## config.mk

```make
export PLATFORM = sky130hd
export DESIGN_NAME = load_requester
export DESIGN_NICKNAME = d
export VERILOG_FILES = /design/src/rtl/load_requester.sv
export SDC_FILE = /design/constraint.sdc
export NUM_CORES = 1
export LEC_CHECK = 0
export BUFFER_PORTS_ARGS = -buffer_cell sky130_fd_sc_hd__clkbuf_2
export CORE_UTILIZATION = 58
export DETAILED_ROUTE_END_ITERATION = 8
export PLACE_DENSITY_LB_ADDON = 0.2
export SLEW_MARGIN = 0
export SYNTH_ARGS = -nofsm -noshare
export SYNTH_HDL_FRONTEND = slang
export SYNTH_HIERARCHICAL = 1
export SYNTH_SLANG_ARGS = --single-unit
```

## constraint.sdc

```tcl
create_clock -name clk -period 5.8 [get_ports clk]
set_clock_uncertainty 0.2 [all_clocks]
set_input_delay 0.58 -clock clk [delete_from_list [all_inputs] [get_ports clk]]
set_output_delay 0.58 -clock clk [all_outputs]
set_load 0.005 [all_outputs]
```

## src/rtl/load_requester.sv

```systemverilog
// Memory load initiator: issues CPU loads, matches in-order responses, returns selected word + tag. Optional watchdog: LOAD_WATCHDOG_EN.
// Latency: load issue 1 cycle after accept; result visible 1 + memory latency after accept.
// Backpressure: credit counter bounds in-flight + buffered results; reqReady drops at zero credits.

// Generic synchronous FIFO with first-word fall-through head and occupancy count.
// Latency: pushed data visible at head the cycle after push.
// Backpressure: none internally; callers guarantee no push when full and no pop when empty.
module syncFifo #(
    parameter int WIDTH = 8,
    parameter int DEPTH = 8
) (
    input  logic                     clk,
    input  logic                     rst_n,
    input  logic                     push,
    input  logic [WIDTH-1:0]         pushData,
    input  logic                     pop,
    output logic [WIDTH-1:0]         headData,
    output logic [$clog2(DEPTH):0]   count
);
    localparam int AW = $clog2(DEPTH);
    localparam logic [AW:0] PTR_ONE = {{AW{1'b0}}, 1'b1};

    logic [WIDTH-1:0] mem [DEPTH];
    logic [AW:0]      wrPtr;
    logic [AW:0]      rdPtr;

    always_ff @(posedge clk or negedge rst_n) begin
        if (!rst_n) begin
            wrPtr <= '0;
            rdPtr <= '0;
        end else begin
            if (push) wrPtr <= wrPtr + PTR_ONE;
            if (pop)  rdPtr <= rdPtr + PTR_ONE;
        end
    end

    always_ff @(posedge clk) begin
        if (push) mem[wrPtr[AW-1:0]] <= pushData;
    end

    // Extra pointer bit separates full (count == DEPTH) from empty.
    assign headData = mem[rdPtr[AW-1:0]];
    assign count    = wrPtr - rdPtr;
endmodule

module load_requester #(
    parameter int DEPTH   = 8,
    parameter int TAGW    = 4,
    parameter int TIMEOUT = 255
) (
    input  logic                     clk,
    input  logic                     rst_n,
    input  logic                     reqValid,
    output logic                     reqReady,
    input  logic [15:0]              reqAddr,
    input  logic [TAGW-1:0]          reqTag,
    output logic                     loadEnable,
    output logic [15:0]              loadAddr,
    input  logic                     loadReady,
    input  logic [63:0]              loadData,
    output logic                     resValid,
    input  logic                     resReady,
    output logic [15:0]              resData,
    output logic [TAGW-1:0]          resTag,
    output logic [$clog2(DEPTH):0]   inFlight,
    output logic                     protoErr,
    output logic                     timeoutErr
);
    localparam int AW = $clog2(DEPTH);
    localparam int CW = AW + 1;
    localparam logic [CW-1:0] CRED_ONE = {{AW{1'b0}}, 1'b1};

    generate
        if (DEPTH < 2 || (DEPTH & (DEPTH - 1)) != 0 || TIMEOUT < 1) begin : gBadParam
            $error("load_requester: DEPTH must be a power of 2 >= 2 and TIMEOUT >= 1");
        end
    endgenerate

    logic [CW-1:0]     credits;
    logic [CW-1:0]     metaCount;
    logic [CW-1:0]     resCount;
    logic [TAGW+1:0]   metaHead;
    logic [TAGW+15:0]  resHead;
    logic [15:0]       selWord;
    logic              accept;
    logic              metaEmpty;
    logic              respond;
    logic              resPop;

    assign reqReady  = (credits != '0);
    assign accept    = reqValid && reqReady;
    assign metaEmpty = (metaCount == '0);
    assign respond   = loadReady && !metaEmpty;
    assign resValid  = (resCount != '0);
    assign resPop    = resValid && resReady;
    assign inFlight  = metaCount;

    syncFifo #(.WIDTH(TAGW + 2), .DEPTH(DEPTH)) uMetaFifo (
        .clk      (clk),
        .rst_n    (rst_n),
        .push     (accept),
        .pushData ({reqTag, reqAddr[1:0]}),
        .pop      (respond),
        .headData (metaHead),
        .count    (metaCount)
    );

    // Word 0 sits in the most significant lane of the block.
    always_comb begin
        selWord = loadData[15:0];
        case (metaHead[1:0])
            2'd0:    selWord = loadData[63:48];
            2'd1:    selWord = loadData[47:32];
            2'd2:    selWord = loadData[31:16];
            default: selWord = loadData[15:0];
        endcase
    end

    syncFifo #(.WIDTH(TAGW + 16), .DEPTH(DEPTH)) uResFifo (
        .clk      (clk),
        .rst_n    (rst_n),
        .push     (respond),
        .pushData ({metaHead[TAGW+1:2], selWord}),
        .pop      (resPop),
        .headData (resHead),
        .count    (resCount)
    );

    // Masked so the result port reads zero while empty (storage is not reset).
    assign resData = resValid ? resHead[15:0]       : 16'h0000;
    assign resTag  = resValid ? resHead[TAGW+15:16] : '0;

    always_ff @(posedge clk or negedge rst_n) begin
        if (!rst_n) begin
            credits    <= CW'(DEPTH);
            loadEnable <= 1'b0;
            loadAddr   <= 16'h0000;
            protoErr   <= 1'b0;
        end else begin
            case ({accept, resPop})
                2'b10:   credits <= credits - CRED_ONE;
                2'b01:   credits <= credits + CRED_ONE;
                default: credits <= credits;
            endcase
            loadEnable <= accept;
            if (accept) loadAddr <= reqAddr;
            if (loadReady && metaEmpty) protoErr <= 1'b1;
        end
    end

`ifdef LOAD_WATCHDOG_EN
    localparam int AGEW = $clog2(TIMEOUT + 2);

    logic [AGEW-1:0] age;

    // Flag on the cycle the age would step past TIMEOUT.
    always_ff @(posedge clk or negedge rst_n) begin
        if (!rst_n) begin
            age        <= '0;
            timeoutErr <= 1'b0;
        end else if (metaEmpty || respond) begin
            age <= '0;
        end else begin
            if (age != '1) age <= age + {{(AGEW-1){1'b0}}, 1'b1};
            if (age >= AGEW'(TIMEOUT)) timeoutErr <= 1'b1;
        end
    end
`else
    assign timeoutErr = 1'b0;
`endif
endmodule

```

Word level (Yosys, flattened, before mapping)
Memory sizes are Yosys's and may differ from the RTL's. Cells that the tools add are included. Widths: inputs -> output; s select.

Bits in registers: 38. Bits in writable memories: 208. Input bits: 89. Output and inout port bits: 45. Word-level logic and storage cells: 40. Memories kept: 2.

Memory list: uResFifo.mem (words 8, width 20, rd ports 1, clocked after Yosys merged registers in 0, wr ports 1, line 23) `logic [WIDTH-1:0] mem [DEPTH];`; uMetaFifo.mem (words 8, width 6, rd ports 1, clocked after Yosys merged registers in 0, wr ports 1, line 23).

Add/subtract/negate cells: 8. Equal/unequal tests: 4. Multiplexer cells: 8. Reduce and logical (&&, ||, !) cells: 10.

Operator list (count): $pmux 16 s3 (1); $add 4x1->4 const B (5); $mux 16 (1); $pmux 4 s2 (1); $reduce_bool 4->1 (2); $sub 4x4->4 (2); $eq 2x1->1 const B (2); $eq 2x2->1 const B (2); $logic_and 1x1->1 (4); $logic_not 4->1 (1); $mux 1 (4); $mux 4 (1); $sub 4x1->4 const B (1); $logic_not 2->1 (1); $reduce_bool 2->1 (1); $logic_not 1->1 (1).

Longest topological paths before layout
Gate-level depths: netlist of the first run.

Word-level depth: 6. Mapped depth: 16.

Hierarchy
The synthesis of the first run kept the hierarchy.

Modules (own cells, without submodules): syncFifo (uResFifo) (times used 1, cells an instance 323, area each 6548.8 µm², sequential area each 5004.8 µm²); syncFifo (uMetaFifo) (times used 1, cells an instance 132, area each 2319.7 µm², sequential area each 1641.6 µm²); load_requester (times used 1, cells an instance 116, area each 1564.0 µm², sequential area each 551.8 µm²).

Worst setup path before layout of the first run
OpenSTA, ideal clock, no wires.

Path type: flip-flop to flip-flop. From: reg uMetaFifo.rdPtr[1]. To: mem uResFifo/mem[4][0] (netlist name), enable pin. Arrival time: 3.521 ns. Slack: 1.657 ns. Stages on the path, launching flop included: 11. Buffers on the path: 1. Period minus slack after synthesis: 4.143 ns. Cells stage by stage: dfrtp_1 buf_2 inv_1 ha_1 nand2_1 o21ai_0 xnor2_1 nor4_1 nor2b_1 nand2_1 nor3_1.

Cells in the longest elaborated chain, start to end: 6.

RTL lines: start: declaration (line 25) `logic [AW:0] rdPtr;`; start signal: assignment (line 33) `if (pop) rdPtr <= rdPtr + PTR_ONE;`; $sub 4x4->4 (line 43) `assign count = wrPtr - rdPtr;`; via inFlight[3] (line 65) `output logic [$clog2(DEPTH):0] inFlight,`; $logic_not 4->1 (line 92) `assign metaEmpty = (metaCount == '0);`; $logic_not 1->1 (line 93) `assign respond = loadReady && !metaEmpty;`; $logic_and 1x1->1 (line 93); via respond (line 87) `logic respond;`; $mux 1 (line 38) `if (push) mem[wrPtr[AW-1:0]] <= pushData;`; $mux 1 (not written as such) (line 38); end: declaration (line 23).

The timed path passes the listed nets, and every way through them passes these cells.

Final worst setup path of the first run
From: reg uResFifo.rdPtr[2]. To: reg credits[3].

Cells in the longest elaborated chain, start to end: 5. Elaborated cells on any way between the ends: 7. Those cells by class: add/sub (1); eq/ne (2); mux (1); reduce/logical (3).

RTL lines: start: declaration (line 25); start signal: assignment (line 33); $sub 4x4->4 (*) (line 43); via resCount[3] (line 81) `logic [CW-1:0] resCount;`; $reduce_bool 4->1 (*) (line 94) `assign resValid = (resCount != '0);`; $logic_and 1x1->1 (*) (line 95) `assign resPop = resValid && resReady;`; via resPop (line 88) `logic resPop;`; $eq 2x1->1 or $eq 2x2->1 (tied branches) (line 140) `case ({accept, resPop})`; $pmux 4 s2 or $reduce_bool 2->1 (tied branches); end signal: assignment (line 141) `2'b10: credits <= credits - CRED_ONE;`; end signal: assignment (line 142) `2'b01: credits <= credits + CRED_ONE;`; end signal: assignment (line 143) `default: credits <= credits;`; end: declaration (line 79) `logic [CW-1:0] credits;`.

Mark *: on every way through the listed nets, which the timed path passes. The rest lies on a longest branch. A chain may end at the register's enable or synchronous reset.

==> impl_metrics.sql, run 1 <==
INSERT INTO impl_metrics (metric_group, metric, value, unit) VALUES
('run_status', 'outcome', 'completed', ''),
('synth', 'post_synth_edffs', '208', ''),
('grt', 'grt_use_total', '22.1', '%'),
('floorplan', 'dieHeight', '136', 'um'),
('clocking', 'cts_num_sinks', '246', ''),
('clocking', 'post_cts_resize_count', '0', ''),
('timing', 'final-hold-violation-count', '0', ''),
('timing', 'final.hold.worst_slack', '0.00809', 'ns'),
('pwr', 'power_density_normalized_to_cell_area', '589', 'nW/um2'),
('grt', 'grt_start_max_net_pins', '44', ''),
('setup_path', 'worstPathArrival', '4.61', 'ns'),
('grt', 'grt.overflow.total', '0', ''),
('cells_and_area', 'num-nets-final', '818', ''),
('route', 'drt-total-wl', '19.6', 'mm'),
('timing', 'timing.final.crit_period', '4.38', 'ns'),
('setup_path', 'reg2reg_to', 'credits[3]$_DFFE_PN1P_', ''),
('timing', 'worst_pin_slew', '1.28', 'ns'),
('route', 'wl_per_cell', '20.5', 'um'),
('setup_path', 'timing.critical_path.from_type', 'register', ''),
('clocking', 'clockBufferDepth', '3', ''),
('timing', 'slew_viol_final', '0', ''),
('clocking', 'cts-htree-levels', '1', ''),
('cells_and_area', 'area.growth.synth_to_final', '15.4', '%'),
('cells_and_area', 'layout.cells.most_common', 'edfxtp_1', ''),
('setup_path', 'critical_path_class', 'reg -> reg', ''),
('timing', 'setup_repair_after_global_routing_missed_its_margin', 'false', ''),
('route', 'drtAntennaViolNets', '0', ''),
('job', 'cap_violations', '0', ''),
('placed_design', 'gp_routability_congestion', '0.749', ''),
('floorplan', 'die_area', '18500', 'um2'),
('floorplan', 'core', '17400', 'um2'),
('placed_design', 'io_buffers', '132', ''),
('timing', 'fin_crit_sh', '75.4', '%'),
('setup_path', 'timing.critical_path.slowest_cell_delay', '0.60', 'ns'),
('pwr', 'leakage', '4.51', 'nW'),
('pwr', 'pwr-share-comb', '38.1', '%'),
('setup_path', 'worst_r2r_startpoint', 'uResFifo/rdPtr[2]$_DFFE_PN0P_', ''),
('grt', 'first_global_vias', '5782', ''),
('route', 'via_density', '5.77', ''),
('setup_path', 'critical_path_capture_point_type', 'register', ''),
('clocking', 'clk_root_buffer_cell', 'clkbuf_16', ''),
('timing', 'tns', '0', 'ns'),
('grt', 'antenna_found_initial', '0', ''),
('route', 'firstDrtPassIters', '4', ''),
('setup_path', 'critical_path.most_common_cell', 'ha_1', ''),
('clocking', 'clkTransAtPathRegs', '0.06', 'ns'),
('floorplan', 'die_extent_in_x', '136', 'um'),
('min_path', 'hold_path_class', 'in -> async', ''),
('floorplan', 'std_cell_rows', '48', ''),
('setup_path', 'combined_buffer_and_inverter_count_along_the_critical_path', '3', ''),
('cells_and_area', 'drive_above_1_share', '36.8', '%'),
('setup_path', 'timing.critical_path.slowest_stage_cell', 'inv_1', ''),
('timing', 'slew_limit_headroom', '14.4', '%'),
('clocking', 'cts_made_buffers', '25', ''),
('placed_design', 'hpwlAfterDp', '12.3', 'mm'),
('setup_path', 'worst-endpoint-required', '6.04', 'ns'),
('synth', 'postSynthCellCount', '571', ''),
('setup_path', 'worstSetupStartpoint', 'uResFifo/rdPtr[2]$_DFFE_PN0P_', ''),
('setup_path', 'regToRegSetupSlack', '1.42', 'ns'),
('cells_and_area', 'most-common-layout-cells', '208 x edfxtp_1, 132 x clkbuf_2, 93 x nand2_1', ''),
('pwr', 'switching_share', '32.6', '%'),
('setup_path', 'max_fo_critical_path', '22', ''),
('synth', 'synth_area_per_cell', '18.3', 'um2'),
('grt', 'wire_length_of_the_first_global_routing_pass', '30.4', 'mm'),
('synth', 'distinct_cell_type_count_after_synthesis', '39', ''),
('setup_path', 'r2r.worst_path.cells', '14', ''),
('synth', 'synthArstFlopShare', '15.4', '%'),
('setup_path', 'critical-path-top-delay-family', 'adder cells', ''),
('synth', 'syn_nets', '676', ''),
('synth', 'synth-seq-cells', '246', ''),
('route', 'drc', '0', '');
-- synthesized netlist by cell type, types with 2 or more instances --
cell / n / area share, %
mux2_2: 11 / 1.2
edfxtp_1: 208 / 60
fa_1: 3 / 0.58
buf_12: 5 / 0.96
mux2_4: 8 / 1.2
mux4_1: 5 / 1.3
nor4_1: 2 / 0.12
o211ai_1: 2 / 0.14
nor3_1: 5 / 0.24
a21o_1: 2 / 0.14
inv_1: 13 / 0.47
buf_6: 2 / 0.22
nand3_1: 2 / 0.096
xnor2_1: 11 / 0.92
nand4_1: 2 / 0.12
nand2b_1: 4 / 0.24
xor2_1: 9 / 0.76
ha_1: 13 / 1.6
nand2_1: 93 / 3.3
clkbuf_1: 6 / 0.22
mux4_2: 63 / 14
a21oi_1: 3 / 0.14
dfrtp_1: 37 / 8.9
nor2_1: 12 / 0.43
nor2b_1: 22 / 1.3
o21ai_0: 4 / 0.19
buf_2: 12 / 0.58
-- metrics by stage --
step / area, um2 / total power [mW] / setup slack [ns] / std cells
floorplan: 10400 / 4.79 / 1.66 / 571
global placement: 11300 / 5.48 / 1.67 / 911
CTS: 12000 / 7.16 / 1.41 / 955
finish: 12000 / 7.09 / 1.42 / 955
global route: 12000 / 7.49 / 1.13 / 955
detailed placement: 11300 / 5.61 / 1.43 / 911
-- state kept, by name, indices dropped and copies added (netlist names) --
| name | flops |
|---|---|
| credits | 4 |
| loadAddr | 16 |
| loadEnable | 1 |
| protoErr | 1 |
| uMetaFifo/mem | 48 |
| uMetaFifo/rdPtr | 4 |
| uMetaFifo/wrPtr | 4 |
| uResFifo/mem | 160 |
| uResFifo/rdPtr | 4 |
| uResFifo/wrPtr | 4 |
-- cell type report --
cell class	count	area, um2
inverters	13	48.8
fillers	1132	5380
multi-input cells	285	2990
flip-flops and latches	246	7200
well taps	225	282
clock inverters	12	128
repair buffers	142	736
clock buffers	32	652
-- power groups by stage --
stage,sequential (mW),clock (mW),combinational [mW]
floorplan,2.82,0,1.97
global placement,2.86,0,2.63
detailed placement,2.88,0,2.73
CTS,2.86,1.57,2.74
global route,2.89,1.63,2.97
finish,2.85,1.53,2.70
-- logic make-up after synthesis --
logic type | count (synthesis) | synth area share, %
flops | 246 | 69.0
simple gates | 147 | 6.42
mux | 88 | 17.3
buf+inv | 40 | 2.65
xor+xnor | 20 | 1.68
fa+ha+maj | 16 | 2.13
compound gates | 13 | 0.791
other cells | 1 | 0.0359
-- metal layers --
metal | share of wire, % | up-vias | global-route usage, %
li1 | - | 2477 | -
met1 | 40 | 2819 | 29.1
met2 | 52 | 184 | 38.2
met3 | 5.4 | 35 | 3.06
met4 | 2.3 | 0 | 7.16
met5 | 0 | - | 0
-- worst min-delay path by stage --
stage	to	slack, ns	cells past startpoint
5_1_grt	loadAddr[3]$_DFFE_PN0P_	0.09	2
3_5_place_dp	protoErr$_DFFE_PN0P_	0.26	1
2_1_floorplan	credits[0]$_DFFE_PN0P_	0.08	0
4_1_cts	uResFifo/wrPtr[2]$_DFFE_PN0P_	0.03	1
6_report	uResFifo/wrPtr[2]$_DFFE_PN0P_	0.008	1
3_3_place_gp	protoErr$_DFFE_PN0P_	0.27	1
(Power assumes the default switching activity.)
==> run 2, diff against run 1 <==
- CORE_UTILIZATION: 58 -> 52
- clock period: 5.8 -> 4 ns (I/O delays scaled with it)
==> run 2 against run 1 <==
Final cell count up 7.5%. Via count up 1.4%. Clock-buffer cell count down 3. Sequential power up 44%. Combinational power up 51%. Utilization down 5.5 points. Cell area up 3.5%. Worst hold slack better by 0.18 ns. Highest routed layer unchanged. Global-route usage down 1.4 points.
==> impl_metrics.sql, run 2 (synthesis gave the netlist of run 1 again) <==
INSERT INTO impl_metrics (metric_group, metric, value, unit) VALUES
('cells_and_area', 'layout.cells.most_common', 'edfxtp_1', ''),
('timing', 'slew_viol_final', '0', ''),
('clocking', 'cts_made_buffers', '25', ''),
('setup_path', 'worstSetupStartpoint', 'uResFifo/wrPtr[0]$_DFFE_PN0P_', ''),
('clocking', 'cts_setup_buffers', '0', ''),
('placed_design', 'gp_routability_congestion', '0.771', ''),
('timing', 'finalWorstSetupSlack', '0.368', 'ns'),
('min_path', 'whs_endpoint', 'loadAddr[8]$_DFFE_PN0P_', ''),
('setup_path', 'timing.critical_path.cells', 'inv_1 -> ha_1 -> inv_1 -> fa_1 -> xor2_1 -> nor4_2 -> nor2b_1 -> ha_1 -> inv_1 -> ha_1 -> or4_1 -> o211ai_1 -> o211ai_1', ''),
('min_path', 'holdPathStages', '3', ''),
('placed_design', 'dpl_worst_slack', '0.346', 'ns'),
('clocking', 'clockBufferDepth', '3', ''),
('pwr', 'pwr-share-comb', '39.1', '%'),
('setup_path', 'worst_r2r_startpoint', 'uResFifo/wrPtr[0]$_DFFE_PN0P_', ''),
('setup_path', 'timing.critical_path.slowest_stage_cell', 'dfrtp_1', ''),
('route', 'via_density', '5.45', ''),
('setup_path', 'regToRegSetupSlack', '0.37', 'ns'),
('floorplan', 'io-pin-count', '134', ''),
('route', 'drt_iter0_drc', '344', ''),
('placed_design', 'io_buffers', '132', ''),
('cells_and_area', 'layout.cells.non_filler', '1027', ''),
('floorplan', 'die_area', '20600', 'um2'),
('grt', 'wire_length_of_the_first_global_routing_pass', '31.6', 'mm'),
('job', 'cap_violations', '0', ''),
('grt', 'first_global_vias', '5902', ''),
('cells_and_area', 'num-nets-final', '850', ''),
('timing', 'tns', '0', 'ns'),
('clocking', 'tritoncts', 'yes', ''),
('pwr', 'worst_ir_drop_vdd', '0.501', 'mV'),
('setup_path', 'timing.critical_path.slowest_cell_delay', '0.49', 'ns'),
('run_status', 'outcome', 'completed', ''),
('cells_and_area', 'n_fill_cell', '1385', ''),
('min_path', 'hold_path_class', 'in -> reg', ''),
('timing', 'final-hold-violation-count', '0', ''),
('cells_and_area', 'antenna_cells', '0', ''),
('timing', 'setup_repair_after_global_routing_missed_its_margin', 'false', ''),
('route', 'drtAntennaViolNets', '0', ''),
('placed_design', 'placed_cells', '961', ''),
('route', 'firstDrtPassIters', '4', ''),
('cells_and_area', 'largest_reg_flops', '160', ''),
('min_path', 'hold_start', 'reqValid', ''),
('pwr', 'pint', '7.00', 'mW'),
('pwr', 'switching_share', '32.7', '%'),
('clocking', 'cts-htree-levels', '1', ''),
('floorplan', 'initial_utilization', '53.3', '%'),
('grt', 'grt_use_total', '20.7', '%'),
('timing', 'finalSetupViolations', '0', ''),
('cells_and_area', 'most-common-layout-cells', '208 x edfxtp_1, 132 x clkbuf_2, 93 x nand2_1', ''),
('timing', 'clock.fmax', '275', 'MHz'),
('timing', 'fin_crit_sh', '90.8', '%'),
('clocking', 'clock_latency', '0.51', 'ns'),
('route', 'drt-total-wl', '20.1', 'mm'),
('setup_path', 'critical-path-top-delay-family', 'adder cells', ''),
('setup_path', 'timing.critical_path.from_type', 'register', ''),
('route', 'route.vias.total', '5594', ''),
('pwr', 'leakage', '4.67', 'nW'),
('setup_path', 'critical_path_capture_point_type', 'register', ''),
('grt', 'antenna_found_initial', '0', ''),
('pwr', 'power_density_normalized_to_cell_area', '835', 'nW/um2'),
('pwr', 'report.power.total', '10.4', 'mW'),
('clocking', 'cts_num_sinks', '246', ''),
('timing', 'final.hold.worst_slack', '0.189', 'ns'),
('pwr', 'seqPwrFrac', '39.5', '%'),
('pwr', 'switchingPower', '3.40', 'mW'),
('setup_path', 'r2r.worst_path.cells', '13', ''),
('setup_path', 'critical_path_class', 'reg -> reg', ''),
('grt', 'grt_start_max_net_pins', '44', ''),
('timing', 'slew_limit_headroom', '30.6', '%'),
('setup_path', 'worst-endpoint-required', '4.23', 'ns'),
('timing', 'timing.final.crit_period', '3.63', 'ns'),
('floorplan', 'dieHeight', '144', 'um'),
('setup_path', 'reg2reg_to', 'credits[3]$_DFFE_PN1P_', ''),
('clocking', 'clkTransAtPathRegs', '0.06', 'ns'),
('route', 'drc', '0', ''),
('route', 'wl_per_cell', '19.5', 'um'),
('pwr', 'clock_power_share', '21.4', '%'),
('timing', 'worst_pin_slew', '1.03', 'ns'),
('cells_and_area', 'drive_above_1_share', '36.6', '%'),
('floorplan', 'die_extent_in_x', '144', 'um'),
('setup_path', 'worstPathArrival', '3.86', 'ns'),
('grt', 'grt.overflow.total', '0', ''),
('floorplan', 'std_cell_rows', '51', ''),
('clocking', 'clk_root_buffer_cell', 'clkbuf_16', ''),
('setup_path', 'combined_buffer_and_inverter_count_along_the_critical_path', '3', ''),
('cells_and_area', 'area.growth.synth_to_final', '19.4', '%'),
('setup_path', 'max_fo_critical_path', '7', ''),
('floorplan', 'core', '19600', 'um2'),
('placed_design', 'hpwlAfterDp', '12.5', 'mm');
[run 2: changes by cell type in the layout (fill, tap and decap cells not counted), sizes merged]
cell | previous run | this run
inv | 13 | 14
clkinv | 9 | 11
clkbuf | 164 | 161
buf | 10 | 20
dlygate4sd3 | 0 | 22
[run 2: how the worst max path moves through the flow]
stage	end	slack, ns	depth (start not counted)
6_report	credits[3]$_DFFE_PN1P_	0.37	13
5_1_grt	credits[3]$_DFFE_PN1P_	0.04	13
3_3_place_gp	credits[3]$_DFFE_PN1P_	0.55	13
4_1_cts	credits[3]$_DFFE_PN1P_	0.35	12
2_1_floorplan	credits[3]$_DFFE_PN1P_	0.13	16
3_5_place_dp	credits[3]$_DFFE_PN1P_	0.35	12
[run 2: metal layers]
metal	share of wire, %	global-route usage (%)	routed length [um]
met1	40	25.9	8100
met2	54	38.1	10800
met3	4.3	3.17	857
met4	1.4	4.48	290
met5	0	0	0
[run 2: worst register-to-register path, cell delays in order (launching register included)]
cell      delay [ns]
dfrtp_1         0.49
inv_1           0.13
ha_1            0.16
inv_1           0.06
fa_1            0.37
xor2_1          0.18
nor4_2          0.07
nor2b_1         0.37
ha_1            0.34
inv_1           0.13
ha_1            0.36
or4_1           0.48
o211ai_1        0.11
o211ai_1        0.10
[run 2: area by class of cell]
class	instances	area, um2	share of cell area, %
repair buffers	174	1090	8.78
well taps	265	332	2.66
clock buffers	29	641	5.14
clock inverters	15	143	1.14
inverters	13	48.8	0.392
flip-flops and latches	246	7200	57.8
multi-input cells	285	3000	24.1
[run 2: power groups by stage]
stage | logic [mW] | clock network (mW) | registers [mW]
final | 4.07 | 2.23 | 4.11
after global routing | 4.52 | 2.37 | 4.17
after CTS | 4.16 | 2.27 | 4.12
after detailed placement | 4.12 | 0 | 4.16
after global placement | 3.99 | 0 | 4.12
after floorplan | 2.86 | 0 | 4.09
[run 2: repair_timing]
item / CTS / global route
hold buffers: 22 / 0
hold endpoints to repair: 94 / 0
gates resized for setup: 0 / 0
[run 2: stage by stage]
step                utilization (%)  area (um2)
detailed placement             58.5       11500
global route                   63.6       12500
floorplan                         -       10400
finish                         63.6       12500
global placement               58.5       11500
CTS                            63.6       12500
==> run 3, diff against run 2 <==
- CORE_UTILIZATION: 52 -> 58
- RECOVER_POWER: unset -> 25
- clock period: 4 -> 4.1 ns (I/O delays scaled with it)
==> run 3 against run 2 <==
The flow now finishes with violations (capacitance limit, slew limit). Critical path depth is the same. Sequential share of layout area is 1.0 points higher. Critical endpoint unchanged. Largest cell class unchanged. First-iteration DRC count did not move. Global-route usage grew 2.2 points.
==> impl_metrics.sql, run 3 (synthesis gave the netlist of run 1 again) <==
INSERT INTO impl_metrics (metric_group, metric, value, unit) VALUES
('floorplan', 'initial_utilization', '59.9', '%'),
('pwr', 'power_density_normalized_to_cell_area', '810', 'nW/um2'),
('grt', 'first_global_vias', '5888', ''),
('clocking', 'cts-htree-levels', '1', ''),
('setup_path', 'max_fo_critical_path', '7', ''),
('setup_path', 'timing.critical_path.slowest_stage_cell', 'dfrtp_1', ''),
('clocking', 'cts_num_sinks', '246', ''),
('timing', 'slew_viol_final', '39', ''),
('timing', 'timing.final.crit_period', '3.61', 'ns'),
('timing', 'fin_crit_sh', '88.0', '%'),
('route', 'drtAntennaViolNets', '0', ''),
('route', 'drt_iter0_drc', '344', ''),
('setup_path', 'critical-path-top-delay-family', 'adder cells', ''),
('placed_design', 'dpl_cell_area', '11400', 'um2'),
('placed_design', 'io_buffers', '132', ''),
('floorplan', 'io-pin-count', '134', ''),
('run_status', 'failed_checks', 'capacitance limit, slew limit', ''),
('setup_path', 'timing.critical_path.cells', 'inv_1 -> ha_1 -> inv_1 -> fa_1 -> xor2_1 -> nor4_2 -> nor2b_1 -> ha_1 -> inv_1 -> ha_1 -> or4_1 -> o211ai_1 -> o211ai_1', ''),
('clocking', 'cts_made_buffers', '25', ''),
('setup_path', 'worstSetupStartpoint', 'uResFifo/wrPtr[0]$_DFFE_PN0P_', ''),
('timing', 'setup_repair_after_global_routing_missed_its_margin', 'false', ''),
('setup_path', 'timing.critical_path.slowest_cell_delay', '0.50', 'ns'),
('route', 'firstDrtPassIters', '4', ''),
('cells_and_area', 'num-nets-final', '849', ''),
('floorplan', 'dieHeight', '136', 'um'),
('clocking', 'clk_root_buffer_cell', 'clkbuf_16', ''),
('floorplan', 'die_area', '18500', 'um2'),
('setup_path', 'crit_end', 'credits[3]$_DFFE_PN1P_', ''),
('cells_and_area', 'final_area', '12200', 'um2'),
('cells_and_area', 'drive_above_1_share', '32.9', '%'),
('min_path', 'hold_path_class', 'in -> reg', ''),
('route', 'met3_layer_wire_length_in_the_routed_design', '944', 'um'),
('clocking', 'post_cts_resize_count', '0', ''),
('setup_path', 'critical_path_capture_point_type', 'register', ''),
('cells_and_area', 'largest_reg_flops', '160', ''),
('pwr', 'leakage', '4.55', 'nW'),
('clocking', 'clock_latency', '0.51', 'ns'),
('route', 'route.top_layer_used', 'met4', ''),
('route', 'route.layer.met1.wl', '7.67', 'mm'),
('grt', 'grt.overflow.total', '0', ''),
('run_status', 'outcome', 'finished with violations', ''),
('min_path', 'holdPathStages', '1', ''),
('route', 'route.vias.total', '5590', ''),
('placed_design', 'gp_routability_congestion', '0.761', ''),
('grt', 'grt_start_max_net_pins', '44', ''),
('clocking', 'cts_setup_buffers', '0', ''),
('grt', 'antenna_found_initial', '0', ''),
('floorplan', 'std_cell_rows', '48', ''),
('floorplan', 'core', '17400', 'um2'),
('setup_path', 'r2r.worst_path.cells', '13', ''),
('cells_and_area', 'most-common-layout-cells', '208 x edfxtp_1, 115 x clkbuf_2, 94 x nand2_1', ''),
('route', 'drt-total-wl', '20.0', 'mm'),
('route', 'drc', '0', ''),
('placed_design', 'hpwlAfterDp', '12.7', 'mm'),
('timing', 'finalSetupViolations', '0', ''),
('timing', 'worst_pin_slew', '2.04', 'ns'),
('route', 'wl_per_cell', '20.3', 'um'),
('setup_path', 'worst_r2r_startpoint', 'uResFifo/wrPtr[0]$_DFFE_PN0P_', ''),
('timing', 'final-hold-violation-count', '0', ''),
('cells_and_area', 'n_fill_cell', '1149', ''),
('floorplan', 'die_extent_in_x', '136', 'um'),
('pwr', 'report.power.total', '9.92', 'mW'),
('setup_path', 'worstPathArrival', '3.84', 'ns'),
('clocking', 'clkTransAtPathRegs', '0.06', 'ns'),
('pwr', 'worst_ir_drop_vdd', '0.540', 'mV'),
('setup_path', 'reg2reg_to', 'credits[3]$_DFFE_PN1P_', ''),
('route', 'via_density', '5.66', ''),
('setup_path', 'timing.critical_path.from_type', 'register', ''),
('grt', 'grt_use_total', '22.9', '%'),
('clocking', 'tritoncts', 'yes', ''),
('grt', 'wire_length_of_the_first_global_routing_pass', '31.3', 'mm'),
('route', 'met2WireLength', '10.9', 'mm'),
('clocking', 'clockBufferDepth', '3', ''),
('cells_and_area', 'layout.cells.most_common', 'edfxtp_1', ''),
('cells_and_area', 'area.growth.synth_to_final', '17.4', '%'),
('timing', 'slew_limit_headroom', '-35.8', '%'),
('setup_path', 'depth_of_the_critical_timing_path_with_buffers_and_inverters_included', '13', ''),
('setup_path', 'worst-endpoint-required', '4.33', 'ns'),
('cells_and_area', 'antenna_cells', '0', ''),
('setup_path', 'regToRegSetupSlack', '0.49', 'ns'),
('timing', 'clock.fmax', '277', 'MHz'),
('setup_path', 'critical_path_class', 'reg -> reg', ''),
('timing', 'tns', '0', 'ns'),
('setup_path', 'combined_buffer_and_inverter_count_along_the_critical_path', '3', ''),
('job', 'cap_violations', '1', '');
[run 3: cell count changes in the layout (fill, tap and decap cells not counted), sizes merged]
cell and change:
dlygate4sd3 -1, clkbuf +7, inv -1, clkinvlp +1
buf -1, clkinv -2, bufinv -3
[run 3: area by class of cell]
| cell class | instances | area (um2) | area share (%) |
|---|---|---|---|
| Clock buffer | 35 | 694 | 5.67 |
| Timing Repair Buffer | 173 | 1020 | 8.34 |
| Clock inverter | 10 | 47.5 | 0.388 |
| Sequential cell | 246 | 7200 | 58.8 |
| Multi-Input combinational cell | 285 | 2950 | 24.1 |
| Inverter | 13 | 48.8 | 0.399 |
| Tap cell | 225 | 282 | 2.30 |
[run 3: timing repair]
action                     in CTS  in global routing
setup endpoints to repair       0                  0
hold buffers                   21                  0
hold endpoints to repair       92                  0
[run 3: worst reg2reg max path: cells and delay by family, from the launching register on]
| family | cells | cell delay [ns] |
|---|---|---|
| AOI/OAI and AO/OA | 2 | 0.21 |
| xor gates and xnor gates | 1 | 0.17 |
| adders and majority gates | 4 | 1.24 |
| buffers and inverters | 3 | 0.34 |
| DFF | 1 | 0.50 |
| and+or+nand+nor | 3 | 0.89 |
[run 3: metal layers]
metal	GRT usage [%]	up-vias
met1	28.1	2834
met3	3.36	38
met5	0	-
li1	-	2555
met4	7.35	0
met2	41.8	163
[run 3: worst min-delay path by stage]
stage                          from                       endpoint  slack [ns]
2_1_floorplan                 rst_n         credits[0]$_DFFE_PN0P_       -0.09
3_5_place_dp   protoErr$_DFFE_PN0P_           protoErr$_DFFE_PN0P_        0.25
5_1_grt                  reqAddr[1]  uMetaFifo/mem[0][1]$_DFFE_PP_        0.09
6_report                 reqAddr[1]  uMetaFifo/mem[0][1]$_DFFE_PP_        0.10
3_3_place_gp   protoErr$_DFFE_PN0P_           protoErr$_DFFE_PN0P_        0.25
4_1_cts                  reqAddr[1]  uMetaFifo/mem[0][1]$_DFFE_PP_        0.02
[run 3: power breakdown]
part	internal, mW	switching, mW	leakage, nW	total, mW
registers	3.76	0.255	2.33	4.01
logic	1.71	2.16	1.86	3.87
clock network	1.18	0.860	0.363	2.04
total	6.65	3.27	4.55	9.92
[run 3: through the flow]
stage | setup slack [ns] | instances | hold WS [ns] | utilization, %
floorplan | 0.230 | 571 | -0.0856 | -
global placement | 0.683 | 921 | 0.251 | 65.3
detailed placement | 0.511 | 921 | 0.247 | 65.3
CTS | 0.512 | 987 | 0.0163 | 70.7
global route | 0.241 | 987 | 0.0948 | 70.3
finish | 0.491 | 987 | 0.104 | 70.3
